[src/rtl/tfhe_dma_pkg.sv]
// Shared types and helpers for the TFHE PBS job sequencer and its burst splitter.
// Holds the FSM state encoding, the host page size and the page-room helper.
package tfhe_dma_pkg;

   localparam int PAGE_BYTES = 4096;

   typedef enum logic [2:0] {
      ST_IDLE,
      ST_LAUNCH,
      ST_RUN,
      ST_CMD,
      ST_WAIT,
      ST_DONE,
      ST_ERR
   } seq_state_t;

   // Bytes left before the next 4 KiB boundary; always 1..4096.
   function automatic logic [12:0] page_room(input logic [11:0] offset);
      return 13'(PAGE_BYTES) - {1'b0, offset};
   endfunction

endpackage

[src/rtl/tfhe_pbs_sequencer_if.sv]
// Write-DMA command channel between the PBS sequencer (master) and the DMA engine (slave).
interface tfhe_pbs_sequencer_if #(
   parameter int DW = 32
) ();

   logic          wr_cmd_valid;
   logic          wr_cmd_ready;
   logic [DW-1:0] wr_cmd_addr;
   logic [DW-1:0] wr_cmd_len;
   logic          wr_done;

   modport master (
      output wr_cmd_valid,
      output wr_cmd_addr,
      output wr_cmd_len,
      input  wr_cmd_ready,
      input  wr_done
   );

   modport slave (
      input  wr_cmd_valid,
      input  wr_cmd_addr,
      input  wr_cmd_len,
      output wr_cmd_ready,
      output wr_done
   );

endinterface

[src/rtl/tfhe_burst_splitter.sv]
// Combinational burst sizing: the next burst never crosses a 4 KiB page and never
// exceeds MAX_BURST_BYTES; also returns the address/remaining count after that burst.
module tfhe_burst_splitter
   import tfhe_dma_pkg::*;
#(
   parameter int DW              = 32,
   parameter int MAX_BURST_BYTES = 4096
) (
   input  logic [DW-1:0] addr,
   input  logic [DW-1:0] rem,
   output logic [DW-1:0] burst,
   output logic [DW-1:0] next_addr,
   output logic [DW-1:0] next_rem
);

   logic [DW-1:0] room;
   logic [DW-1:0] cap;

   always_comb begin
      room      = DW'(page_room(addr[11:0]));
      cap       = (room < DW'(MAX_BURST_BYTES)) ? room : DW'(MAX_BURST_BYTES);
      burst     = (rem < cap) ? rem : cap;
      next_addr = addr + burst;
      next_rem  = rem - burst;
   end

endmodule

[src/rtl/tfhe_pbs_sequencer.sv]
// PBS job sequencer: launches the PBS core, waits for completion, then streams the result
// to host memory as page-safe write-DMA bursts. Optional watchdog: define TFHE_SEQ_TIMEOUT_EN.
module tfhe_pbs_sequencer
   import tfhe_dma_pkg::*;
#(
   parameter int C_S_AXI_DATA_WIDTH = 32,
   parameter int MAX_BURST_BYTES    = 4096,
   parameter int TIMEOUT_CYCLES     = 2**24
) (
   input  logic                          S_AXI_ACLK,
   input  logic                          S_AXI_ARESET,
   input  logic                          start_pbs,
   input  logic [1:0]                    hbm_select,
   input  logic [C_S_AXI_DATA_WIDTH-1:0] host_wr_addr,
   input  logic [C_S_AXI_DATA_WIDTH-1:0] host_wr_len,
   output logic                          core_start,
   output logic [1:0]                    core_bank,
   input  logic                          core_done,
   tfhe_pbs_sequencer_if.master          dma,
   output logic                          pbs_busy,
   output logic                          pbs_done,
   output logic                          pbs_err,
   output logic [C_S_AXI_DATA_WIDTH-1:0] host_rd_addr,
   output logic [C_S_AXI_DATA_WIDTH-1:0] host_rd_len
);

   localparam int DW = C_S_AXI_DATA_WIDTH;

   if (TIMEOUT_CYCLES < 1 || MAX_BURST_BYTES < 1 || MAX_BURST_BYTES > PAGE_BYTES ||
       (MAX_BURST_BYTES & (MAX_BURST_BYTES - 1)) != 0) begin : g_bad_params
      $error("tfhe_pbs_sequencer: illegal TIMEOUT_CYCLES or MAX_BURST_BYTES");
   end

   seq_state_t    state;
   seq_state_t    state_nxt;
   logic          start_q;
   logic          start_rise;
   logic          abort_q;
   logic [DW-1:0] burst;
   logic [DW-1:0] next_addr;
   logic [DW-1:0] next_rem;

   tfhe_burst_splitter #(
      .DW              (DW),
      .MAX_BURST_BYTES (MAX_BURST_BYTES)
   ) u_splitter (
      .addr      (host_rd_addr),
      .rem       (host_rd_len),
      .burst     (burst),
      .next_addr (next_addr),
      .next_rem  (next_rem)
   );

`ifdef TFHE_SEQ_TIMEOUT_EN
   logic [31:0] wd_cnt;
   logic        wd_expired;

   assign wd_expired = (state == ST_RUN || state == ST_WAIT) &&
                       (wd_cnt == 32'(TIMEOUT_CYCLES - 1));

   always_ff @(posedge S_AXI_ACLK) begin
      if (S_AXI_ARESET)
         wd_cnt <= '0;
      else if (state_nxt != state)
         wd_cnt <= '0;
      else if (state == ST_RUN || state == ST_WAIT)
         wd_cnt <= wd_cnt + 32'd1;
   end
`endif

   // start_q resets high so a start level already present when reset lifts is not an edge.
   always_ff @(posedge S_AXI_ACLK) begin
      if (S_AXI_ARESET) begin
         state        <= ST_IDLE;
         start_q      <= 1'b1;
         start_rise   <= 1'b0;
         abort_q      <= 1'b0;
         core_bank    <= '0;
         host_rd_addr <= '0;
         host_rd_len  <= '0;
      end else begin
         state      <= state_nxt;
         start_q    <= start_pbs;
         start_rise <= start_pbs & ~start_q;
         abort_q    <= (abort_q || !start_pbs) &&
                       (state_nxt == ST_CMD || state_nxt == ST_WAIT);
         if (state == ST_IDLE && start_rise) begin
            core_bank    <= hbm_select;
            host_rd_addr <= host_wr_addr;
            host_rd_len  <= host_wr_len;
         end else if (state == ST_WAIT && dma.wr_done) begin
            host_rd_addr <= next_addr;
            host_rd_len  <= next_rem;
         end
      end
   end

   // An abort raised during a burst is remembered and honoured only once that burst is written.
   always_comb begin
      state_nxt = state;
      case (state)
         ST_IDLE:   if (start_rise) state_nxt = ST_LAUNCH;
         ST_LAUNCH: state_nxt = start_pbs ? ST_RUN : ST_ERR;
         ST_RUN: begin
            if (!start_pbs)
               state_nxt = ST_ERR;
            else if (core_done)
               state_nxt = (host_rd_len == '0) ? ST_DONE : ST_CMD;
         end
         ST_CMD:    if (dma.wr_cmd_ready) state_nxt = ST_WAIT;
         ST_WAIT: begin
            if (dma.wr_done) begin
               if (abort_q || !start_pbs)
                  state_nxt = ST_ERR;
               else
                  state_nxt = (next_rem == '0) ? ST_DONE : ST_CMD;
            end
         end
         ST_DONE,
         ST_ERR:    if (!start_pbs) state_nxt = ST_IDLE;
         default:   state_nxt = ST_IDLE;
      endcase
`ifdef TFHE_SEQ_TIMEOUT_EN
      if (wd_expired) state_nxt = ST_ERR;
`endif
   end

   assign core_start       = (state == ST_LAUNCH);
   assign pbs_busy         = (state == ST_LAUNCH) || (state == ST_RUN) ||
                             (state == ST_CMD)    || (state == ST_WAIT);
   assign pbs_done         = (state == ST_DONE);
   assign pbs_err          = (state == ST_ERR);
   assign dma.wr_cmd_valid = (state == ST_CMD);
   assign dma.wr_cmd_addr  = host_rd_addr;
   assign dma.wr_cmd_len   = burst;

endmodule

[src/flat_wrapper.sv]
// flat-port wrapper written by rule: the top's interface ports become plain ports
module tfhe_pbs_sequencer_flat import tfhe_dma_pkg::*;
#(
   parameter int C_S_AXI_DATA_WIDTH = 32,
   parameter int MAX_BURST_BYTES    = 4096,
   parameter int TIMEOUT_CYCLES     = 2**24
)
  (S_AXI_ACLK, S_AXI_ARESET, start_pbs, hbm_select, host_wr_addr, host_wr_len, core_start, core_bank, core_done, pbs_busy, pbs_done, pbs_err, host_rd_addr, host_rd_len, dma_wr_cmd_valid, dma_wr_cmd_addr, dma_wr_cmd_len, dma_wr_cmd_ready, dma_wr_done);
  tfhe_pbs_sequencer_if #(.DW((32))) dma_i ();
  input  logic S_AXI_ACLK;
  input  logic S_AXI_ARESET;
  input  logic start_pbs;
  input  logic [1:0] hbm_select;
  input  logic [C_S_AXI_DATA_WIDTH-1:0] host_wr_addr;
  input  logic [C_S_AXI_DATA_WIDTH-1:0] host_wr_len;
  output logic core_start;
  output logic [1:0] core_bank;
  input  logic core_done;
  output logic pbs_busy;
  output logic pbs_done;
  output logic pbs_err;
  output logic [C_S_AXI_DATA_WIDTH-1:0] host_rd_addr;
  output logic [C_S_AXI_DATA_WIDTH-1:0] host_rd_len;
  output wire logic [$bits(dma_i.wr_cmd_valid)-1:0] dma_wr_cmd_valid;
  output wire logic [$bits(dma_i.wr_cmd_addr)-1:0] dma_wr_cmd_addr;
  output wire logic [$bits(dma_i.wr_cmd_len)-1:0] dma_wr_cmd_len;
  input wire logic [$bits(dma_i.wr_cmd_ready)-1:0] dma_wr_cmd_ready;
  input wire logic [$bits(dma_i.wr_done)-1:0] dma_wr_done;
  assign dma_wr_cmd_valid = dma_i.wr_cmd_valid;
  assign dma_wr_cmd_addr = dma_i.wr_cmd_addr;
  assign dma_wr_cmd_len = dma_i.wr_cmd_len;
  assign dma_i.wr_cmd_ready = dma_wr_cmd_ready;
  assign dma_i.wr_done = dma_wr_done;
  tfhe_pbs_sequencer #(.C_S_AXI_DATA_WIDTH(C_S_AXI_DATA_WIDTH), .MAX_BURST_BYTES(MAX_BURST_BYTES), .TIMEOUT_CYCLES(TIMEOUT_CYCLES)) u_core (.S_AXI_ACLK(S_AXI_ACLK), .S_AXI_ARESET(S_AXI_ARESET), .start_pbs(start_pbs), .hbm_select(hbm_select), .host_wr_addr(host_wr_addr), .host_wr_len(host_wr_len), .core_start(core_start), .core_bank(core_bank), .core_done(core_done), .dma(dma_i), .pbs_busy(pbs_busy), .pbs_done(pbs_done), .pbs_err(pbs_err), .host_rd_addr(host_rd_addr), .host_rd_len(host_rd_len));
endmodule
[config.mk]
export PLATFORM = sky130hd
export DESIGN_NAME = tfhe_pbs_sequencer_flat
export DESIGN_NICKNAME = d
export VERILOG_FILES = /design/src/rtl/tfhe_dma_pkg.sv /design/src/rtl/tfhe_pbs_sequencer_if.sv /design/src/rtl/tfhe_burst_splitter.sv /design/src/rtl/tfhe_pbs_sequencer.sv /design/src/flat_wrapper.sv
export SDC_FILE = /design/constraint.sdc
export NUM_CORES = 1
export LEC_CHECK = 0
export CORE_UTILIZATION = 23
export DETAILED_ROUTE_END_ITERATION = 6
export SKIP_CTS_REPAIR_TIMING = 1
export SLEW_MARGIN = 20
export SYNTH_ARGS = -nofsm -noshare
export SYNTH_HDL_FRONTEND = slang
export SYNTH_SLANG_ARGS = --single-unit
[constraint.sdc]
create_clock -name S_AXI_ACLK -period 16.8 [get_ports S_AXI_ACLK]
set_clock_uncertainty 0.15 [all_clocks]
set_input_delay 1.68 -clock S_AXI_ACLK [delete_from_list [all_inputs] [get_ports S_AXI_ACLK]]
set_output_delay 1.68 -clock S_AXI_ACLK [all_outputs]
set_load 0.05 [all_outputs]
==> results.yml <==
drt:
  top_layer: "met4"
  via_count: 7431
  post_drt_wl_per_cell_microns: 17.5
  wl_met3_microns: 1890
  wl_microns: 25700
  wl_met2_microns: 11300
  first_pass_iters: 5
  vias_per_cell: 5.06
  antenna_left: 0
  drt_iter0_drc: 410
  wl_met1_microns: 12400
  drc: 0
layout:
  final_util: 0.311
  layout_common_cells: "clkdlybuf4s50_1 (186), nand2_1 (111), nor2_1 (91)"
  fin_nets: 1206
  drive_above_1_share: 0.0444
  diodes: 0
  layout_commonest_cell: "clkdlybuf4s50_1"
  fill_cells: 3223
  area_delta_synth_final_pct: 31.7
  stdcell_count: 1470
  stdcell_area_sq_um: 9290
yosys:
  synth_edf_count: 0
  synthAdderAreaFrac: 0.107
  synthTopCellsByArea: "dfxtp_1 (20%), ha_1 (10%), nand2_1 (6.0%), a21oi_1 (5.5%), buf_4 (5.5%)"
  async_flop_share: 0
  synth.avg_cell_area_sq_um: 7.54
  synth_area_leader_cell: "dfxtp_1"
  synth-compound-area-share: 0.260
  synth_warnings: 0
  synth.area.mux_share: 0.0376
  yosysSeqAreaShare: 0.204
  synthCells: 936
  synthSimpleGateAreaFrac: 0.225
  synthFlopType: "dfxtp_1"
  synth_top_family_by_area: "compound AO/OA/AOI/OAI gates"
  synth-xor-area-share: 0.0658
  synthDominantCellAreaShare: 0.204
  synth_seq_cells: 72
  synth_area_sq_um: 7060
  synth_cell_types: 78
clock_network:
  cts_tree: "built"
  clk_path_buf_depth: 2
  htreeDepth: 3
  cts.clk_slew.worst_paths_ns: 0.07
  clock-sinks: 72
  clk_latency_ns: 0.35
  cts_buffers: 9
  cts-root-buf: "clkbuf_16"
worst_setup_path:
  startpoint: "u_core.dma.wr_cmd_addr[0]"
  rr_worst_depth: 26
  crit_type: "register to register"
  critPathCaptureType: "register"
  start_kind: "register"
  worstPathArrival_ns: 7.86
  crit_fanout: 11
  r2r_end: "u_core.state[1]"
  worst_ep_required_time_ns: 16.87
  r2r-start: "u_core.dma.wr_cmd_addr[0]"
  rrSetupSlack_ns: 9.01
  crit_end: "u_core.state[1]"
placement:
  portBuffers: 187
  dpl_cell_area_sq_um: 9010
  preCtsSetupSlack_ns: 9.19
  place_inst: 1454
  gp_congestion: 0.885
  dpl.hpwl_microns: 19500
global_route:
  grt_usage: 0.162
  grt_pass1_wl_microns: 39400
  antenna_found_initial: 0
  grt_max_degree: 73
  first_global_vias: 6950
  grt_overflow_total: 0
run:
  drv_cap: 0
timing:
  setup_tns_ns: 0
  worst_pin_slew_ns: 1.03
  finalHoldViolations: 0
  relSlewSlack: 0.296
  fmax_ghz: 0.128
  period_share: 0.464
  worst_slack_ns: 9.01
  timing.hold.ws_ns: 0.242
  rsz0062_at_grt: "false"
  min_period_ns: 7.79
  drv_slew: 0
  setup_viol: 0
floorplanning:
  initial_core_util: 0.236
  fp.dieH_microns: 177
  die_w_microns: 177
  rows: 63
  io_pins: 207
  core_area_sq_um: 29900
  design.die.area_sq_um: 31400
worst_hold_path:
  hold_class: "register to register"
power:
  power.density_nw_per_um2: 96.5
  max-vdd-ir-drop_mv: 0.0498
  p_leak_nw: 3.57
  p_total_uw: 897
run_status:
  outcome: "finished clean"
==> area by class of cell <==
type / count / area [sq um] / area share
repair buffers: 194 / 1920 / 0.207
inverters: 25 / 93.8 / 0.0101
multi-input cells: 773 / 5060 / 0.545
flip-flops and latches: 72 / 1440 / 0.155
well taps: 390 / 488 / 0.0525
clock buffers: 9 / 225 / 0.0242
clock inverters: 7 / 61.3 / 0.00660
==> state kept, by name, indices dropped and copies added (netlist names) <==
name,flops
u_core.abort_q,1
u_core.core_bank,2
u_core.dma.wr_cmd_addr,32
u_core.host_rd_len,32
u_core.start_q,1
u_core.start_rise,1
u_core.state,3
==> worst max-delay path: stages (launching register included) <==
cell and delay, ns:
dfxtp_1 0.38, or3_1 0.42, or3_1 0.37, or4_1 0.51, or3_1 0.33, and3_1 0.20
inv_1 0.06, ha_1 0.23, a21o_1 0.16, a21oi_1 0.13, nor2b_1 0.06, o21ai_0 0.13
o21ai_0 0.11, nor3_2 0.17, o41a_1 0.55, mux2i_1 0.38, ha_1 0.22, inv_1 0.05
fa_1 0.41, a211oi_1 0.36, o211ai_1 0.29, a31oi_2 0.34, nand2_1 0.13, o31a_2 0.30
or4b_2 0.61, nor4_1 0.50, a21oi_1 0.13
==> how the worst min path moves through the flow <==
stage                         startpoint           endpoint  slack [ns]  cells after the start
after floorplan           u_core.start_q  u_core.start_rise        0.22                      1
after CTS                 u_core.start_q  u_core.start_rise        0.24                      1
after global routing      u_core.start_q  u_core.start_rise        0.25                      1
after global placement    u_core.start_q  u_core.start_rise        0.23                      1
after detailed placement  u_core.start_q  u_core.start_rise        0.23                      1
final                     u_core.start_q  u_core.start_rise        0.24                      1
==> metal layers <==
| layer | up-vias | global-route usage |
|---|---|---|
| li1 | 3657 | - |
| met1 | 3490 | 0.228 |
| met2 | 273 | 0.253 |
| met3 | 11 | 0.0314 |
| met4 | 0 | 0.0366 |
| met5 | - | 0 |
==> cells in the mapped netlist (6+ instances only) <==
cell        n
a21o_1     19
nor2b_1     6
nor3_1     14
buf_4      52
and3_1     13
o31ai_1     6
nand3_1    12
mux2i_1    13
xnor2_1    31
dfxtp_1    72
a311oi_1   21
inv_1      25
o21ai_0    37
a211oi_1   24
and2_1      6
o21a_1      6
mux2_1      7
a221oi_1   11
nor2_1     92
nand4_1    12
or3_1      13
ha_1       57
a31oi_1    10
xor2_1     22
a22oi_1     7
nor4_1     14
clkbuf_1   40
nand2_1   112
a21oi_1    78
o211ai_1    7
nand2b_1    6
==> kinds of logic after synthesis <==
| logic type | Yosys count |
|---|---|
| DFF | 72 |
| and+or+nand+nor | 327 |
| AOI/OAI and AO/OA | 272 |
| other | 1 |
| xor gates and xnor gates | 53 |
| muxes | 25 |
| buffers and inverters | 127 |
| adders and majority gates | 59 |
==> power by group <==
part           switching (mW)  internal (mW)  total [mW]  leakage, nW
clock network          0.0958          0.103       0.199        0.135
logic                   0.317          0.187       0.504         2.85
registers              0.0155          0.179       0.194        0.583
No activity file was read; power rests on OpenSTA's default activity.
